`src/rtl/alu_link_host_if.sv`:
```
// Request/response handshake bundle between a request source and alu_link_host.
// Latency: none, wires only.
// Backpressure: req_valid/req_ready on the request side, rsp_valid/rsp_ready on the response side.
interface alu_link_host_if;
    logic       req_valid;
    logic       req_ready;
    logic [7:0] req_operand;
    logic       rsp_valid;
    logic       rsp_ready;
    logic [7:0] rsp_result;
    logic [7:0] rsp_flags;
    logic       rsp_timeout;
    logic       rsp_mismatch;

    // Request source / response consumer side.
    modport master (
        output req_valid, req_operand, rsp_ready,
        input  req_ready, rsp_valid, rsp_result, rsp_flags, rsp_timeout, rsp_mismatch
    );

    // Link host side.
    modport slave (
        input  req_valid, req_operand, rsp_ready,
        output req_ready, rsp_valid, rsp_result, rsp_flags, rsp_timeout, rsp_mismatch
    );
endinterface

```
`src/rtl/alu_link_host.sv`:
```
// Host initiator for the UART ALU echo link: send one operand, collect result+flags, check vs Z80 ADD.
// Latency: rsp_valid one cycle after the flags byte strobe, or TIMEOUT_CLKS cycles after tx_start.
// Backpressure: accepts a request only in IDLE; holds the response until rsp_ready.
module alu_link_host #(
    parameter logic [7:0] ADD_CONST    = 8'd42,
    parameter int         TIMEOUT_CLKS = 50000
) (
    input  logic               clk,
    input  logic               rst_n,
    alu_link_host_if.slave     bus,
    output logic               tx_start,
    output logic [7:0]         tx_data,
    input  logic               tx_busy,
    input  logic [7:0]         rx_data,
    input  logic               rx_ready,
    output logic [7:0]         stray_cnt
);

    localparam int CW = (TIMEOUT_CLKS > 2) ? $clog2(TIMEOUT_CLKS) : 1;
    localparam logic [CW-1:0] CNT_LAST = CW'(TIMEOUT_CLKS - 1);

    typedef enum logic [2:0] {
        IDLE,
        TX_ISSUE,
        RX_RES,
        RX_FLG,
        RESP
    } state_t;

    state_t        state;
    logic [CW-1:0] cnt;
    logic [7:0]    exp_res;
    logic [7:0]    exp_flg;
    logic          req_ready_q;
    logic          rsp_valid_q;
    logic [7:0]    rsp_result_q;
    logic [7:0]    rsp_flags_q;
    logic          rsp_timeout_q;
    logic          rsp_mismatch_q;

    logic [8:0]    sum9;
    logic [4:0]    nib5;
    logic          ovf;
    logic [7:0]    calc_flg;

    assign bus.req_ready    = req_ready_q;
    assign bus.rsp_valid    = rsp_valid_q;
    assign bus.rsp_result   = rsp_result_q;
    assign bus.rsp_flags    = rsp_flags_q;
    assign bus.rsp_timeout  = rsp_timeout_q;
    assign bus.rsp_mismatch = rsp_mismatch_q;

    // Expected Z80 ADD result and flags for the operand presented on the request port.
    always_comb begin
        sum9     = {1'b0, bus.req_operand} + {1'b0, ADD_CONST};
        nib5     = {1'b0, bus.req_operand[3:0]} + {1'b0, ADD_CONST[3:0]};
        ovf      = (bus.req_operand[7] == ADD_CONST[7]) && (sum9[7] != bus.req_operand[7]);
        calc_flg = {sum9[7], (sum9[7:0] == 8'h00), 1'b0, nib5[4], 1'b0, ovf, 1'b0, sum9[8]};
    end

    // Transaction FSM with registered outputs, timeout counter and stray-byte counter.
    always_ff @(posedge clk or negedge rst_n) begin
        if (!rst_n) begin
            state          <= IDLE;
            cnt            <= '0;
            exp_res        <= 8'h00;
            exp_flg        <= 8'h00;
            req_ready_q    <= 1'b1;
            tx_start       <= 1'b0;
            tx_data        <= 8'h00;
            rsp_valid_q    <= 1'b0;
            rsp_result_q   <= 8'h00;
            rsp_flags_q    <= 8'h00;
            rsp_timeout_q  <= 1'b0;
            rsp_mismatch_q <= 1'b0;
            stray_cnt      <= 8'h00;
        end else begin
            tx_start <= 1'b0;

            // Bytes outside the receive window are discarded and only counted.
            if (rx_ready && (state == IDLE || state == TX_ISSUE || state == RESP)
                && stray_cnt != 8'hFF) begin
                stray_cnt <= stray_cnt + 8'd1;
            end

            case (state)
                IDLE: begin
                    if (bus.req_valid) begin
                        tx_data     <= bus.req_operand;
                        exp_res     <= sum9[7:0];
                        exp_flg     <= calc_flg;
                        req_ready_q <= 1'b0;
                        state       <= TX_ISSUE;
                    end
                end
                TX_ISSUE: begin
                    if (!tx_busy) begin
                        tx_start       <= 1'b1;
                        cnt            <= '0;
                        // Fields of the previous response are cleared so missing bytes read as 0.
                        rsp_result_q   <= 8'h00;
                        rsp_flags_q    <= 8'h00;
                        rsp_timeout_q  <= 1'b0;
                        rsp_mismatch_q <= 1'b0;
                        state          <= RX_RES;
                    end
                end
                RX_RES: begin
                    if (rx_ready) begin
                        rsp_result_q <= rx_data;
                        // Counter keeps running across both bytes; it parks at the last value.
                        if (cnt != CNT_LAST) begin
                            cnt <= cnt + 1'b1;
                        end
                        state <= RX_FLG;
                    end else if (cnt == CNT_LAST) begin
                        rsp_timeout_q <= 1'b1;
                        rsp_valid_q   <= 1'b1;
                        state         <= RESP;
                    end else begin
                        cnt <= cnt + 1'b1;
                    end
                end
                RX_FLG: begin
                    if (rx_ready) begin
                        rsp_flags_q    <= rx_data;
                        rsp_mismatch_q <= (rsp_result_q != exp_res) || (rx_data != exp_flg);
                        rsp_valid_q    <= 1'b1;
                        state          <= RESP;
                    end else if (cnt == CNT_LAST) begin
                        rsp_timeout_q <= 1'b1;
                        rsp_valid_q   <= 1'b1;
                        state         <= RESP;
                    end else begin
                        cnt <= cnt + 1'b1;
                    end
                end
                RESP: begin
                    if (bus.rsp_ready) begin
                        rsp_valid_q <= 1'b0;
                        req_ready_q <= 1'b1;
                        state       <= IDLE;
                    end
                end
                default: begin
                    state <= IDLE;
                end
            endcase
        end
    end

endmodule

```
`src/flat_wrapper.sv`:
```
// flat-port wrapper written by rule: the top's interface ports become plain ports
module alu_link_host_flat 
#(
    parameter logic [7:0] ADD_CONST    = 8'd42,
    parameter int         TIMEOUT_CLKS = 50000
)
  (clk, rst_n, tx_start, tx_data, tx_busy, rx_data, rx_ready, stray_cnt, bus_req_valid, bus_req_operand, bus_rsp_ready, bus_req_ready, bus_rsp_valid, bus_rsp_result, bus_rsp_flags, bus_rsp_timeout, bus_rsp_mismatch);
  alu_link_host_if bus_i ();
  input  logic clk;
  input  logic rst_n;
  output logic tx_start;
  output logic [7:0] tx_data;
  input  logic tx_busy;
  input  logic [7:0] rx_data;
  input  logic rx_ready;
  output logic [7:0] stray_cnt;
  input wire logic [$bits(bus_i.req_valid)-1:0] bus_req_valid;
  input wire logic [$bits(bus_i.req_operand)-1:0] bus_req_operand;
  input wire logic [$bits(bus_i.rsp_ready)-1:0] bus_rsp_ready;
  output wire logic [$bits(bus_i.req_ready)-1:0] bus_req_ready;
  output wire logic [$bits(bus_i.rsp_valid)-1:0] bus_rsp_valid;
  output wire logic [$bits(bus_i.rsp_result)-1:0] bus_rsp_result;
  output wire logic [$bits(bus_i.rsp_flags)-1:0] bus_rsp_flags;
  output wire logic [$bits(bus_i.rsp_timeout)-1:0] bus_rsp_timeout;
  output wire logic [$bits(bus_i.rsp_mismatch)-1:0] bus_rsp_mismatch;
  assign bus_i.req_valid = bus_req_valid;
  assign bus_i.req_operand = bus_req_operand;
  assign bus_i.rsp_ready = bus_rsp_ready;
  assign bus_req_ready = bus_i.req_ready;
  assign bus_rsp_valid = bus_i.rsp_valid;
  assign bus_rsp_result = bus_i.rsp_result;
  assign bus_rsp_flags = bus_i.rsp_flags;
  assign bus_rsp_timeout = bus_i.rsp_timeout;
  assign bus_rsp_mismatch = bus_i.rsp_mismatch;
  alu_link_host #(.ADD_CONST(ADD_CONST), .TIMEOUT_CLKS(TIMEOUT_CLKS)) u_core (.clk(clk), .rst_n(rst_n), .bus(bus_i), .tx_start(tx_start), .tx_data(tx_data), .tx_busy(tx_busy), .rx_data(rx_data), .rx_ready(rx_ready), .stray_cnt(stray_cnt));
endmodule
```
`config.mk`:
```
export PLATFORM = sky130hd
export DESIGN_NAME = alu_link_host_flat
export DESIGN_NICKNAME = d
export VERILOG_FILES = /design/src/rtl/alu_link_host_if.sv /design/src/rtl/alu_link_host.sv /design/src/flat_wrapper.sv
export SDC_FILE = /design/constraint.sdc
export NUM_CORES = 1
export LEC_CHECK = 0
export BUFFER_PORTS_ARGS = -buffer_cell sky130_fd_sc_hd__buf_4
export CAP_MARGIN = 20
export CORE_ASPECT_RATIO = 1.25
export CORE_MARGIN = 1.5
export CORE_UTILIZATION = 46
export DETAILED_ROUTE_END_ITERATION = 8
export GPL_TIMING_DRIVEN = 0
export HOLD_SLACK_MARGIN = 0.02
export PLACE_DENSITY = 0.7
export SLEW_MARGIN = 20
export SYNTH_ARGS = -nofsm -noshare
export SYNTH_HDL_FRONTEND = slang
export SYNTH_SLANG_ARGS = --single-unit
```
`constraint.sdc`:
```
create_clock -name clk -period 1.67 [get_ports clk]
set_clock_uncertainty 0.1 [all_clocks]
set_input_delay 0.0835 -clock clk [delete_from_list [all_inputs] [get_ports clk]]
set_output_delay 0.0835 -clock clk [all_outputs]
set_load 0.005 [all_outputs]
```
# Yosys cells after proc, flatten, opt, wreduce, memory -nomap -nowiden
# Cells that the tools add are included.
# totals
reg_bits	69
inputBits	22
out_inout_bits	37
wordCells	94
# classes
n_addsub	4
n_eq_ne	20
n_mux	33
bitwise	1
n_reduce_logical	23
# ops
operator	n
$mux 16	5
$pmux 16 s3	1
$pmux 8 s2	2
$mux 3	6
$add 16x1->16 const B	1
$eq 16x16->1 const B	1
$mux 8	2
$ne 16x16->1 const B	1
$ne 2x2->1 const B	8
$ne 8x8->1	2
$pmux 3 s5	1
$reduce_and 3->1	5
$mux 1	12
$add 8x6->9 const B	1
$add 8x1->8 const B	1
$logic_not 8->1	1
$ne 8x8->1 const B	1
$reduce_and 4->1	2
$reduce_bool 2->1	4
$eq 3x2->1 const B	2
$pmux 1 s2	3
$reduce_bool 3->1	2
$add 4x4->5 const B	1
$eq 3x1->1 const B	1
11 further kinds	15

# Logic depth before layout (Yosys ltp)
# logic_depth
word_depth	5
depth_mapped	7
depth_no_buf	6

# Least setup slack after synthesis
# Ideal clock, no wire load.
# synth_path
path_type	register to register
from	register u_core.state[0]
to	register u_core.cnt[5]
setup_ns	0.124
t_arrival_ns	1.540
t_required_ns	1.446
path_slack_ns	-0.094
path_stages_with_launch	8
n_path_buf	2
synth_period_minus_slack_ns	1.764
cell_sequence	dfrtp_1 > buf_4 > or4b_4 > clkinv_4 > a21o_4 > buf_6 > o21ai_2 > a211o_1
# synth_via
elab_chain_len	3
elab_cells_between_ends	9
classes_between	6 x eq/ne; 1 x mux; 2 x reduce/logical
# synth_lines
item	line	source
start, declared	alu_link_host.sv:30	state_t state;
start signal, assigned	alu_link_host.sv:64	state <= IDLE;
start signal, assigned	alu_link_host.sv:93	state <= TX_ISSUE;
start signal, assigned	alu_link_host.sv:105	state <= RX_RES;
$eq 3x2->1 or $eq 3x1->1 (tied branches)	alu_link_host.sv:86	case (state)
$ne 3x2->1 (no source line) (tied with other cells)	--	
$reduce_and 4->1 (no source line)	--	
end signal, assigned	alu_link_host.sv:113	cnt <= cnt + 1'b1;
end signal, assigned	alu_link_host.sv:121	cnt <= cnt + 1'b1;
end signal, assigned	alu_link_host.sv:135	cnt <= cnt + 1'b1;
end, declared	alu_link_host.sv:31	logic [CW-1:0] cnt;
# Parallel ways exist; a longest one is shown, timed or not.
# A chain may end at the register's enable or synchronous reset.

# Worst setup path after layout
# layout_path
from	register u_core.state[2]
to	register u_core.cnt[5]
# Same word-level chain as after synthesis.

==> reports/metrics.yaml <==
run_status: "complete, but fails checks"
failed_checks: "setup timing"
detailedPlace.worstSlack_ps: -433.7
warning_count_from_the_yosys_run: 0
synth_top_family_by_area: "simple AND/OR/NAND/NOR gates"
grt_use_met1_pct: 31.72
critical_path_required_ps: 1790
final_antenna_net_count: 0
buffer_type_at_the_clock_tree_root: "sky130_fd_sc_hd__clkbuf_8"
finalHoldViolCount: 0
insertion_delay_ps: 330
floorplan.initialDensity_pct: 48.26
timing.final.crit_share_pct: 104.3
use_met2_pct: 41.63
area_growth_from_synthesis_to_layout_pct: 45.67
power_frac_clock_pct: 17.1
drc_errors: 0
io_buffer_count: 57
cp_max_fo: 6
detail_route.iter0.violations: 248
utilization_pct: 70.30
synth-adder-area-share_pct: 1.468
grt.overflow.total: 0
powerDensity_mw_per_mm2: 1554
power.switching_fraction_pct: 37.93
multiInputGateArea_mm2: 0.001869
clk_pin_slew_worst_paths_ps: 70
row_count: 34
antennaDiodeCount: 0
layout_min_cycle_time_ps: 1741
setup_viol: 9
floorplan.die.height_um: 99.24
seqCellArea_mm2: 0.001685
vdd_ir_drop_max_mv: 1.102
core_area_mm2: 0.007062
track_usage_pct: 25.10
share_of_cell_area_taken_by_muxes_after_synthesis_pct: 0.9178
synth_enable_flop_cells: 0
routed_wire_length_per_instance_um: 16.10
synthesized_cell_area_mm2: 0.003408
unrepaired_setup_endpoints_after_global_routing: "yes"
synth_xor_xnor_area_share_pct: 5.653
worst-setup-path-type: "reg -> reg"
endpoint_kind: "flop"
synthCells: 365
setup_slack_ps: -71.19
fill_cells: 535
count_of_tritonroute_iterations_in_the_first_routing_pass: 5
final_max_slew_viol_count: 0
total_leakage_power_nw: 2.271
worstMarginPinSlew_ps: 819.7
routabilityCongestion: 0.8839
yosys.area_share.simple_pct: 22.58
pin_count: 59
avgViaCountPerCell: 5.614
worst_slew_margin_rel_pct: 45.35
achievable-frequency_mhz: 574.3
pwr-share-comb_pct: 47.7
die_width_um: 79.99
grt_first_pass_wirelength_um: 15640
max-clock-path-buffers: 2
route.final.wire_length_um: 9356
route.vias.total: 3262
switchingPower_mw: 2.926
detailedPlacementHpwl_um: 5946
grt_use_met3_pct: 4.771
critical_path.startpoint_type: "flop"
pwr-share-seq_pct: 35.2
asyncSetResetFlopFracSynth_pct: 100.0
holdWs_ps: 37.40
grt-busiest-layer: "met2"
largest_net_degree_at_the_start_of_global_routing: 68
first_global_vias: 3261
cts_htree_levels: 3
number_of_buffers_created_by_cts: 9
yosys_most_used_dff: "sky130_fd_sc_hd__dfrtp_1"
synth.net_count: 391
totalPowerFinal_mw: 7.713
synth-seq-area-share_pct: 49.23
fp.dieArea_mm2: 0.007938
yosysUniqueCellTypes: 56
endpoint_arrival_time_on_the_critical_path_ps: 1860
internal_power_mw: 4.788
clock_tree_from_tritoncts: "yes"
max_cap_violations: 0
cts.sinks: 67
synth_compound_gate_area_share_pct: 15.31
synth.avg_cell_area_um2: 9.338
antenna_found_initial: 0
hold_path_class: "in -> reg"
layout.nets: 512
setup_total_negative_slack_ps: -342.5
synth-seq-cells: 67
drive_above_1_share_pct: 36.66
registers in the layout (all words and copies together), names as in the netlist:
name / count
u_core.cnt: 16
u_core.bus.rsp_result: 8
u_core.bus.rsp_timeout: 1
u_core.bus.rsp_mismatch: 1
u_core.exp_res: 7
u_core.state: 3
u_core.stray_cnt: 8
u_core.bus.rsp_valid: 1
u_core.tx_data: 7
u_core.bus.req_ready: 1
u_core.exp_flg: 5
u_core.tx_start: 1
u_core.bus.rsp_flags: 8
final timing paths:
| check | from | endpoint | slack, ps | depth (start not counted) |
|---|---|---|---|---|
| setup reg to reg | u_core.state[2] | u_core.cnt[5] | -70 | 5 |
| min in group asynchronous | rst_n | u_core.bus.rsp_flags[6] | 300 | 2 |
| max in group asynchronous | rst_n | u_core.stray_cnt[3] | 590 | 2 |
| hold / removal | bus_req_operand[2] | u_core.exp_res[2] | 40 | 4 |
| hold reg to reg | u_core.bus.req_ready | u_core.bus.req_ready | 370 | 2 |
| setup / recovery | u_core.state[2] | u_core.cnt[5] | -70 | 5 |
area by class of cell:
type | instances | share of cell area, %
clock inverters | 3 | 0.4032
repair buffers | 114 | 18.47
multi-input cells | 264 | 37.65
clock buffers | 13 | 3.604
inverters | 16 | 1.310
plain buffers | 14 | 2.344
flip-flops and latches | 67 | 33.95
well taps | 90 | 2.268
worst max-delay path, cell delays in order, from the launching register on:
cell,delay [ps]
sky130_fd_sc_hd__dfrtp_1,390
sky130_fd_sc_hd__or4b_4,570
sky130_fd_sc_hd__clkinv_4,90
sky130_fd_sc_hd__a21o_4,140
sky130_fd_sc_hd__o21ai_4,80
sky130_fd_sc_hd__a211o_1,260
repair_timing:
action                                 CTS  global route
endpoints found under the hold margin   99             0
buffers inserted                        21            14
gates resized for setup                 49            39
hold buffers                            18             0
setup endpoints to repair               52            57
pin swaps                               10            20
cloned                                   3             2
cell families (layout without fill, tap and decap cells):
family / Yosys count / count (layout)
xor gates and xnor gates: 22 / 22
and+or+nand+nor: 155 / 156
adders and majority gates: 4 / 4
DFF: 67 / 67
buffers and inverters: 35 / 160
muxes: 3 / 3
AOI/OAI and AO/OA: 79 / 79
layout by cell type, fill, tap and decap left out, types with 4 or more instances in the layout:
cell type and n:
sky130_fd_sc_hd__clkbuf_8 13, sky130_fd_sc_hd__o21ai_0 16, sky130_fd_sc_hd__o21a_1 5, sky130_fd_sc_hd__buf_4 92, sky130_fd_sc_hd__buf_6 11, sky130_fd_sc_hd__dfrtp_2 6, sky130_fd_sc_hd__xnor2_1 15, sky130_fd_sc_hd__a31oi_1 7
sky130_fd_sc_hd__buf_2 4, sky130_fd_sc_hd__dlygate4sd3_1 18, sky130_fd_sc_hd__xor2_1 4, sky130_fd_sc_hd__nor2_1 14, sky130_fd_sc_hd__dfrtp_1 60, sky130_fd_sc_hd__a21o_1 4, sky130_fd_sc_hd__o21ai_1 8, sky130_fd_sc_hd__inv_1 15
sky130_fd_sc_hd__nor3_1 5, sky130_fd_sc_hd__nand3_1 13, sky130_fd_sc_hd__a21oi_1 8, sky130_fd_sc_hd__nand4_1 17, sky130_fd_sc_hd__nand2_1 70, sky130_fd_sc_hd__and3_1 4, sky130_fd_sc_hd__nor3_2 4
power groups by stage:
stage | clock network (mW) | logic (mW) | registers (mW)
6_report | 1.32 | 3.68 | 2.71
5_1_grt | 1.42 | 4.06 | 2.79
4_1_cts | 1.34 | 3.33 | 2.69
3_5_place_dp | 0 | 2.80 | 2.69
3_3_place_gp | 0 | 2.73 | 2.66
2_1_floorplan | 0 | 1.75 | 2.62
routing by layer:
metal  routed length, um  vias to the layer above
li1                    -                     1545
met1                3871                     1544
met2                4715                      137
met3                 473                       36
met4                 295                        0
met5                   0                        -
synthesized netlist by cell type, types with 2 or more instances:
| library cell | number | share of area [%] |
|---|---|---|
| sky130_fd_sc_hd__a22o_1 | 2 | 0.51 |
| sky130_fd_sc_hd__nor2_1 | 15 | 1.7 |
| sky130_fd_sc_hd__mux2i_1 | 2 | 0.59 |
| sky130_fd_sc_hd__nand3_1 | 14 | 2.1 |
| sky130_fd_sc_hd__clkbuf_1 | 7 | 0.77 |
| sky130_fd_sc_hd__dfrtp_1 | 66 | 48 |
| sky130_fd_sc_hd__buf_4 | 3 | 0.66 |
| sky130_fd_sc_hd__xnor2_1 | 18 | 4.6 |
| sky130_fd_sc_hd__nand4_1 | 17 | 3.1 |
| sky130_fd_sc_hd__a31oi_1 | 7 | 1.3 |
| sky130_fd_sc_hd__ha_1 | 4 | 1.5 |
| sky130_fd_sc_hd__nor4_1 | 2 | 0.37 |
| sky130_fd_sc_hd__nand3b_1 | 2 | 0.44 |
| sky130_fd_sc_hd__nand2_1 | 71 | 7.8 |
| sky130_fd_sc_hd__o21a_1 | 6 | 1.3 |
| sky130_fd_sc_hd__nor4b_1 | 3 | 0.77 |
| sky130_fd_sc_hd__or2_2 | 2 | 0.37 |
| sky130_fd_sc_hd__buf_2 | 8 | 1.2 |
| sky130_fd_sc_hd__o21ai_2 | 2 | 0.51 |
| sky130_fd_sc_hd__o21ai_0 | 27 | 4.0 |
| sky130_fd_sc_hd__nand4b_1 | 2 | 0.51 |
| sky130_fd_sc_hd__and2_1 | 2 | 0.37 |
| sky130_fd_sc_hd__a211o_1 | 2 | 0.51 |
| sky130_fd_sc_hd__inv_1 | 15 | 1.7 |
| sky130_fd_sc_hd__a41oi_1 | 4 | 1.0 |
| sky130_fd_sc_hd__a21o_1 | 4 | 0.88 |
| sky130_fd_sc_hd__and3_1 | 5 | 0.92 |
| sky130_fd_sc_hd__nand2b_1 | 2 | 0.37 |
| sky130_fd_sc_hd__nor3_1 | 9 | 1.3 |
| sky130_fd_sc_hd__a21oi_1 | 11 | 1.6 |
| sky130_fd_sc_hd__o31ai_1 | 3 | 0.66 |
| sky130_fd_sc_hd__xor2_1 | 4 | 1.0 |
stage by stage:
stage / instances / instance area [um^2]
4_1_cts: 567 / 4730
6_report: 581 / 4965
3_3_place_gp: 512 / 4008
2_1_floorplan: 365 / 3467
5_1_grt: 581 / 4965
3_5_place_dp: 512 / 4008
No activity file was read; power rests on OpenSTA's default activity.
